## src/rtl/hazard_controller.sv

```systemverilog
// hazard_controller: pipeline stall/bubble/flush control with memory-port stalls, load-use detection and stall statistics
module hazard_controller #(
  parameter int NUM_MEM_PORTS = 2,
  parameter int LU_STAGES = 1,
  parameter int CNT_WIDTH = 32,
  parameter int TIMEOUT = 4096
) (
  input  logic                           clk,
  input  logic                           rst,
  input  logic [NUM_MEM_PORTS-1:0]       mem_req_i,
  input  logic [NUM_MEM_PORTS-1:0]       mem_resp_i,
  input  logic [LU_STAGES-1:0]           ld_valid_i,
  input  logic [LU_STAGES-1:0][4:0]      ld_rd_i,
  input  logic [4:0]                     ID_rs1_i,
  input  logic [4:0]                     ID_rs2_i,
  input  logic                           ID_use_rs1_i,
  input  logic                           ID_use_rs2_i,
  input  logic                           redirect_i,
  output logic                           pc_write_o,
  output logic                           if_id_write_o,
  output logic                           pipe_write_o,
  output logic                           id_bubble_o,
  output logic                           if_id_flush_o,
  output logic                           mem_stall_o,
  output logic [CNT_WIDTH-1:0]           stall_cycles_o,
  output logic [CNT_WIDTH-1:0]           lu_cycles_o,
  output logic                           timeout_o
);
  localparam int WW = $clog2(TIMEOUT + 1);
  typedef enum logic [1:0] {RUN, STALL, STALL_RDR} state_t;
  state_t state, state_nx;
  logic [NUM_MEM_PORTS-1:0] resp_seen, pending;
  logic [WW-1:0] wait_cnt;
  logic mem_stall, load_use, flush, lu_sel;
  // a response already seen this stall keeps its port released until the whole stall ends
  assign pending = mem_req_i & ~mem_resp_i & ~resp_seen;
  assign mem_stall = |pending;
  assign flush = (redirect_i | (state == STALL_RDR)) & ~mem_stall;
  assign lu_sel = ~mem_stall & ~flush & load_use;
  always_comb begin
    load_use = 1'b0;
    for (int k = 0; k < LU_STAGES; k++)
      load_use = load_use | (ld_valid_i[k] & (ld_rd_i[k] != 5'd0) &
                 ((ID_use_rs1_i & (ld_rd_i[k] == ID_rs1_i)) | (ID_use_rs2_i & (ld_rd_i[k] == ID_rs2_i))));
  end
  always_comb begin
    state_nx = ~mem_stall ? RUN : (redirect_i | (state == STALL_RDR)) ? STALL_RDR : STALL;
    pc_write_o = ~mem_stall & ~lu_sel;
    if_id_write_o = ~mem_stall & ~lu_sel;
    pipe_write_o = ~mem_stall;
    id_bubble_o = flush | lu_sel;
    if_id_flush_o = flush;
    mem_stall_o = mem_stall;
  end
  always_ff @(posedge clk) begin
    if (rst) begin
      state <= RUN;
      resp_seen <= '0;
      stall_cycles_o <= '0;
      lu_cycles_o <= '0;
      wait_cnt <= '0;
      timeout_o <= 1'b0;
    end else begin
      state <= state_nx;
      resp_seen <= mem_stall ? (resp_seen | mem_resp_i) : '0;
      stall_cycles_o <= stall_cycles_o + CNT_WIDTH'(mem_stall && !(&stall_cycles_o));
      lu_cycles_o <= lu_cycles_o + CNT_WIDTH'(lu_sel && !(&lu_cycles_o));
      wait_cnt <= mem_stall ? wait_cnt + WW'(wait_cnt != WW'(TIMEOUT)) : '0;
      timeout_o <= timeout_o | (mem_stall & (wait_cnt == WW'(TIMEOUT - 1)));
    end
  end
endmodule

```

## config.mk

```make
export PLATFORM = sky130hd
export DESIGN_NAME = hazard_controller
export DESIGN_NICKNAME = d
export VERILOG_FILES = /design/src/rtl/hazard_controller.sv
export SDC_FILE = /design/constraint.sdc
export NUM_CORES = 1
export LEC_CHECK = 0
export CAP_MARGIN = 20
export CORE_UTILIZATION = 51
export CTS_BUF_LIST = sky130_fd_sc_hd__clkbuf_8
export DETAILED_ROUTE_END_ITERATION = 10
export PLACE_DENSITY = 0.9
export REMOVE_ABC_BUFFERS = 1
export SYNTH_ARGS = -nofsm -noshare
export SYNTH_HDL_FRONTEND = slang
export SYNTH_SLANG_ARGS = --single-unit
```

## constraint.sdc

```tcl
create_clock -name clk -period 3.4 [get_ports clk]
set_input_delay 0.34 -clock clk [delete_from_list [all_inputs] [get_ports clk]]
set_output_delay 0.34 -clock clk [all_outputs]
set_load 0.05 [all_outputs]
```

After elaboration in Yosys (flattened, before gate mapping)
Cells that the tools add are included.
{"block": "totals", "reg_bits": 82, "input_bits": 25, "out_inout_bits": 71, "wordCells": 45}
{"block": "classes", "add_sub_neg": 3, "n_eq_ne": 5, "n_mux": 1, "bitwise": 21, "reduce_logical": 9}
{"operator": "$add 32x1->32", "count": 2}
{"operator": "$reduce_and 32->1", "count": 2}
{"operator": "$add 13x1->13", "count": 1}
{"operator": "$eq 13x12->1 const B", "count": 1}
{"operator": "$ne 13x13->1 const B", "count": 1}
{"operator": "$eq 5x5->1", "count": 2}
{"operator": "$and 1x1->1", "count": 9}
{"operator": "$reduce_bool 5->1", "count": 1}
{"operator": "$and 2x2->2", "count": 2}
{"operator": "$not 2->2", "count": 2}
{"operator": "$or 1x1->1", "count": 4}
{"operator": "$reduce_or 2->1", "count": 2}
{"operator": "$not 1->1", "count": 3}
{"operator": "$eq 2x2->1 const B", "count": 1}
{"operator": "$logic_and 1x1->1", "count": 2}
{"operator": "$logic_not 1->1", "count": 2}
{"operator": "$mux 2", "count": 1}
{"operator": "$or 2x2->2", "count": 1}

Logic depth before layout (Yosys ltp)
{"block": "logic_depth", "word_depth": 11, "mapped_depth": 13, "ltp_nobuf": 12}

Worst setup path after synthesis
OpenSTA, ideal clock, no wires.
{"block": "synth_path", "path_kind": "in2reg", "from": "in mem_resp_i[0]", "to": "reg stall_cycles_o[26]", "setup_time_ps": 71, "arrival_time_ps": 2841, "required_ps": 3329, "setup_slack_ps": 488, "stages": 11, "path_buffers": 0, "cell_sequence": "nor2_1 > a22o_1 > inv_1 > nor2_1 > ha_1 > ha_1 > nand3_1 > nor3_2 > nand3_2 > or3_1 > a21oi_1"}
{"block": "synth_between", "elab_chain_len": 6}
{"item": "start, declared", "line_no": "11", "text": "input logic [NUM_MEM_PORTS-1:0] mem_resp_i,"}
{"item": "$not 2->2", "line_no": "36", "text": "assign pending = mem_req_i & ~mem_resp_i & ~resp_seen;"}
{"item": "$and 2x2->2 (2 in a row)", "line_no": "36"}
{"item": "$reduce_or 2->1", "line_no": "37", "text": "assign mem_stall = |pending;"}
{"item": "net mem_stall_o", "line_no": "24", "text": "output logic mem_stall_o,"}
{"item": "$logic_and 1x1->1", "line_no": "66", "text": "stall_cycles_o <= stall_cycles_o + CNT_WIDTH'(mem_stall && !(&stall_cycles_o));"}
{"item": "$add 32x1->32", "line_no": "66"}
{"item": "end signal, assigned", "line_no": "66"}
{"item": "end, declared", "line_no": "25", "text": "output logic [CNT_WIDTH-1:0] stall_cycles_o,"}
The timed path passes the listed nets, and every way through them passes these cells.
A chain may end at the register's enable or synchronous reset.

Final worst setup path
{"block": "layout_path", "from": "reg stall_cycles_o[18]", "to": "reg stall_cycles_o[25]"}
{"block": "layout_between", "elab_chain_len": 4}
{"item": "$reduce_and 32->1", "line_no": "66"}
{"item": "$logic_not 1->1", "line_no": "66"}
{"item": "$logic_and 1x1->1", "line_no": "66"}
{"item": "$add 32x1->32 (*)", "line_no": "66"}
Mark *: on every way between the ends. The rest lies on a longest branch, timed or not.

==> summary.md <==
| Metric | Value |
|---|---|
| Worst setup startpoint | stall_cycles_o[18] |
| Row count | 31 |
| Commonest non-fill, non-tap cell in the layout | clkdlybuf4s50_1 |
| R2r startpoint | stall_cycles_o[18] |
| Critical path class | flop to flop |
| Period utilisation layout | 87.1% |
| RSZ-0062 raised after global routing | false |
| Via/cell ratio | 5.51 |
| Core area | 7370 µm² |
| Combinational Power Share | 7.9% |
| Gpl congestion | 0.863 |
| Die ar. | 8060 µm² |
| HPWL Detailed | 6640 µm |
| Max frequency | 338 MHz |
| Ports | 96 |
| First-pass DRT Iterations | 5 |
| Htree depth | 3 |
| CTS Buf Count | 9 |
| Port-buffer cells | 95 |
| R2R setup slack | 0.44 ns |
| HP Start | rst |
| Antenna Cells | 0 |
| Detailed Route WL | 9330 µm |
| Pwr/cell area | 346 nW/µm² |
| Yosys reg bits | 82 |
| Fin util | 69.2% |
| CP startpoint kind | flop |
| Mapped Area | 3930 µm² |
| Seq/Total Area, Yosys | 41.8% |
| CTS root buffer | clkbuf_8 |
| Ratio of cells with drive above 1 in the final layout | 6.26% |
| Final std cells w/o fill | 642 |
| Status | completed |
| Internal power | 1.35 mW |
| Sum Neg Setup Slack | 0 ns |
| Layout area overhead | 29.7% |
| 1st-iter DRT viols | 129 |
| Die Y | 89.8 µm |
| Min-delay worst type | input pin to flop |
| Vias in the first global route | 3404 |
| Congestion Overflow GR | 0 |
| Nets | 572 |
| # Post-CTS Setup Buffers | 0 |
| DRC violations left | 0 |
| Measured slew at the worst slew-check pin | 0.567 ns |
| Clock Pin Slew Worst Setup and Hold Paths | 0.08 ns |
| Skew final | 0.00727 ns |
| Hold-fix buffers, CTS | 0 |
| Worst Path Required | 3.60 ns |
| Final min period | 2.96 ns |
| Post-DP Area | 4920 µm² |
| Yosys warnings | 0 |
| Cell variety after synth | 39 |
| Max-slew headroom | 62.2% |
| Routed via count | 3535 |
| Clock power share | 37.0% |
| Remaining antenna violation count | 0 |
| Global-route wire length before repair | 15900 µm |
| GR Util All Layers | 24.0% |
| Clk buf depth | 2 |
| Initial core utilization | 53.3% |
| Worst VDD drop | 0.321 mV |
| Proportion of netlist area held by the largest area contributor | 41.8% |
| Synth Instances | 448 |
| Leakage power | 1.74 nW |
| Pins Over Slew Limit | 0 |
| Largest net degree at the start of global routing | 57 |
| Post-CTS sizing | 0 |
| Crit-path max FO | 10 |
| Final setup violation count | 0 |
| Max_cap viols | 0 |
| # placed instances | 626 |
| Switching Fraction | 23.4% |
| CTS tree | built |
| Area leader, netlist | dfxtp_1 |
| Fillers | 587 |
| Avg Cell Area, Syn | 8.77 µm² |
| Net Sw Power | 0.414 mW |
| Arrival time worst endpoint | 3.17 ns |
| Die Span X | 89.8 µm |
| Reg power frac | 55.0% |
| Top cells by area, synth | dfxtp_1, xnor2_1, nor2_1 |
| CTS Sinks | 82 |
| Post-DR wirelength/cell | 14.5 µm |
| Fin area | 5100 µm² |
| Clock Latency Late Sink | 0.34 ns |
| Highest-count cells in the layout ignoring fill and taps | clkdlybuf4s50_1, dfxtp_1, nor2_1, xnor2_1, xor2_1 |
| Final Hold Fails | 0 |
| Initial antenna violation count | 0 |
| Crit path capture type | flop |
==> stage by stage <==
step                hold WS [ns]  setup slack (ns)  total power [mW]
floorplan                  0.409             0.297              1.06
global placement           0.467             0.504              1.13
detailed placement         0.491             0.329              1.13
CTS                        0.307             0.464              1.78
global route               0.328             0.251              1.84
finish                     0.320             0.438              1.77
==> sequential cells by signal (all words and copies together), names as in the netlist <==
| signal | flops |
|---|---|
| resp_seen | 2 |
| lu_cycles_o | 32 |
| stall_cycles_o | 32 |
| timeout_o | 1 |
| wait_cnt | 13 |
| state | 2 |
==> logic make-up after synthesis <==
logic type / after synthesis / share of synthesized area [%]
AND/OR/NAND/NOR: 232 / 32.5
flip-flops: 82 / 41.8
XOR/XNOR: 72 / 16.0
buffers and inverters: 29 / 3.57
AO/OA/AOI/OAI: 24 / 3.22
adder cells (fa/ha/maj): 9 / 2.87
==> power by group through the flow <==
| stage | sequential [mW] | combinational (mW) | clock (mW) |
|---|---|---|---|
| 6_report | 0.972 | 0.140 | 0.654 |
| 5_1_grt | 0.973 | 0.150 | 0.714 |
| 4_1_cts | 0.972 | 0.141 | 0.668 |
| 3_5_place_dp | 0.995 | 0.140 | 0 |
| 3_3_place_gp | 0.994 | 0.136 | 0 |
| 2_1_floorplan | 1.00 | 0.0584 | 0 |
==> cells in the mapped netlist <==
cell and instances:
xor2_1 32, and3_1 11, buf_6 2, nor3_2 1, nand2_1 24, nor4_2 8, o22ai_1 1, nand4_4 1
and2_0 1, nor2b_1 4, xnor2_1 40, nand4_1 25, nor2_2 1, nor4_1 6, and4_2 1, clkbuf_1 10
and2_1 5, buf_4 4, and4_1 8, nand2_2 1, nor3_1 14, a31oi_1 1, o21ai_0 10, buf_2 1
nand4_2 1, or3_1 9, and4_4 3, nor2_1 76, nand3_1 26, nand4b_1 1, dfxtp_1 82, nand3_2 1
a21oi_1 11, nor4b_1 3, inv_1 10, ha_1 9, buf_1 2, a22o_1 1, nand2b_1 1
==> critical path: stages (launching register included) <==
cell	delay, ns
dfxtp_1	0.46
and4_1	0.27
and3_1	0.35
nand3_1	0.20
nor4_1	0.27
nor2_1	0.09
ha_1	0.23
and4_4	0.23
and4_1	0.34
nand4_1	0.17
xor2_1	0.16
nor2_1	0.06
==> layout make-up <==
class | count | area (µm²) | share of cell area [%]
well taps | 99 | 124 | 2.43
flip-flops and latches | 82 | 1640 | 32.2
clock inverters | 7 | 55.1 | 1.08
clock buffers | 9 | 124 | 2.43
repair buffers | 98 | 968 | 19.0
inverters | 10 | 37.5 | 0.736
multi-input cells | 337 | 2150 | 42.1
==> layer usage <==
metal	share of wire, %	global-route usage (%)	vias up
li1	-	-	1725
met1	44	28.8	1682
met2	49	42.2	119
met3	5.5	6.26	9
met4	0.98	6.69	0
met5	0	0	-
==> final timing paths <==
path | endpoint | cells past startpoint
max reg2reg | stall_cycles_o[25] | 11
max | stall_cycles_o[25] | 11
min | lu_cycles_o[7] | 2
min reg2reg | resp_seen[1] | 2
Note: power is estimated with default switching activity, not from simulation.
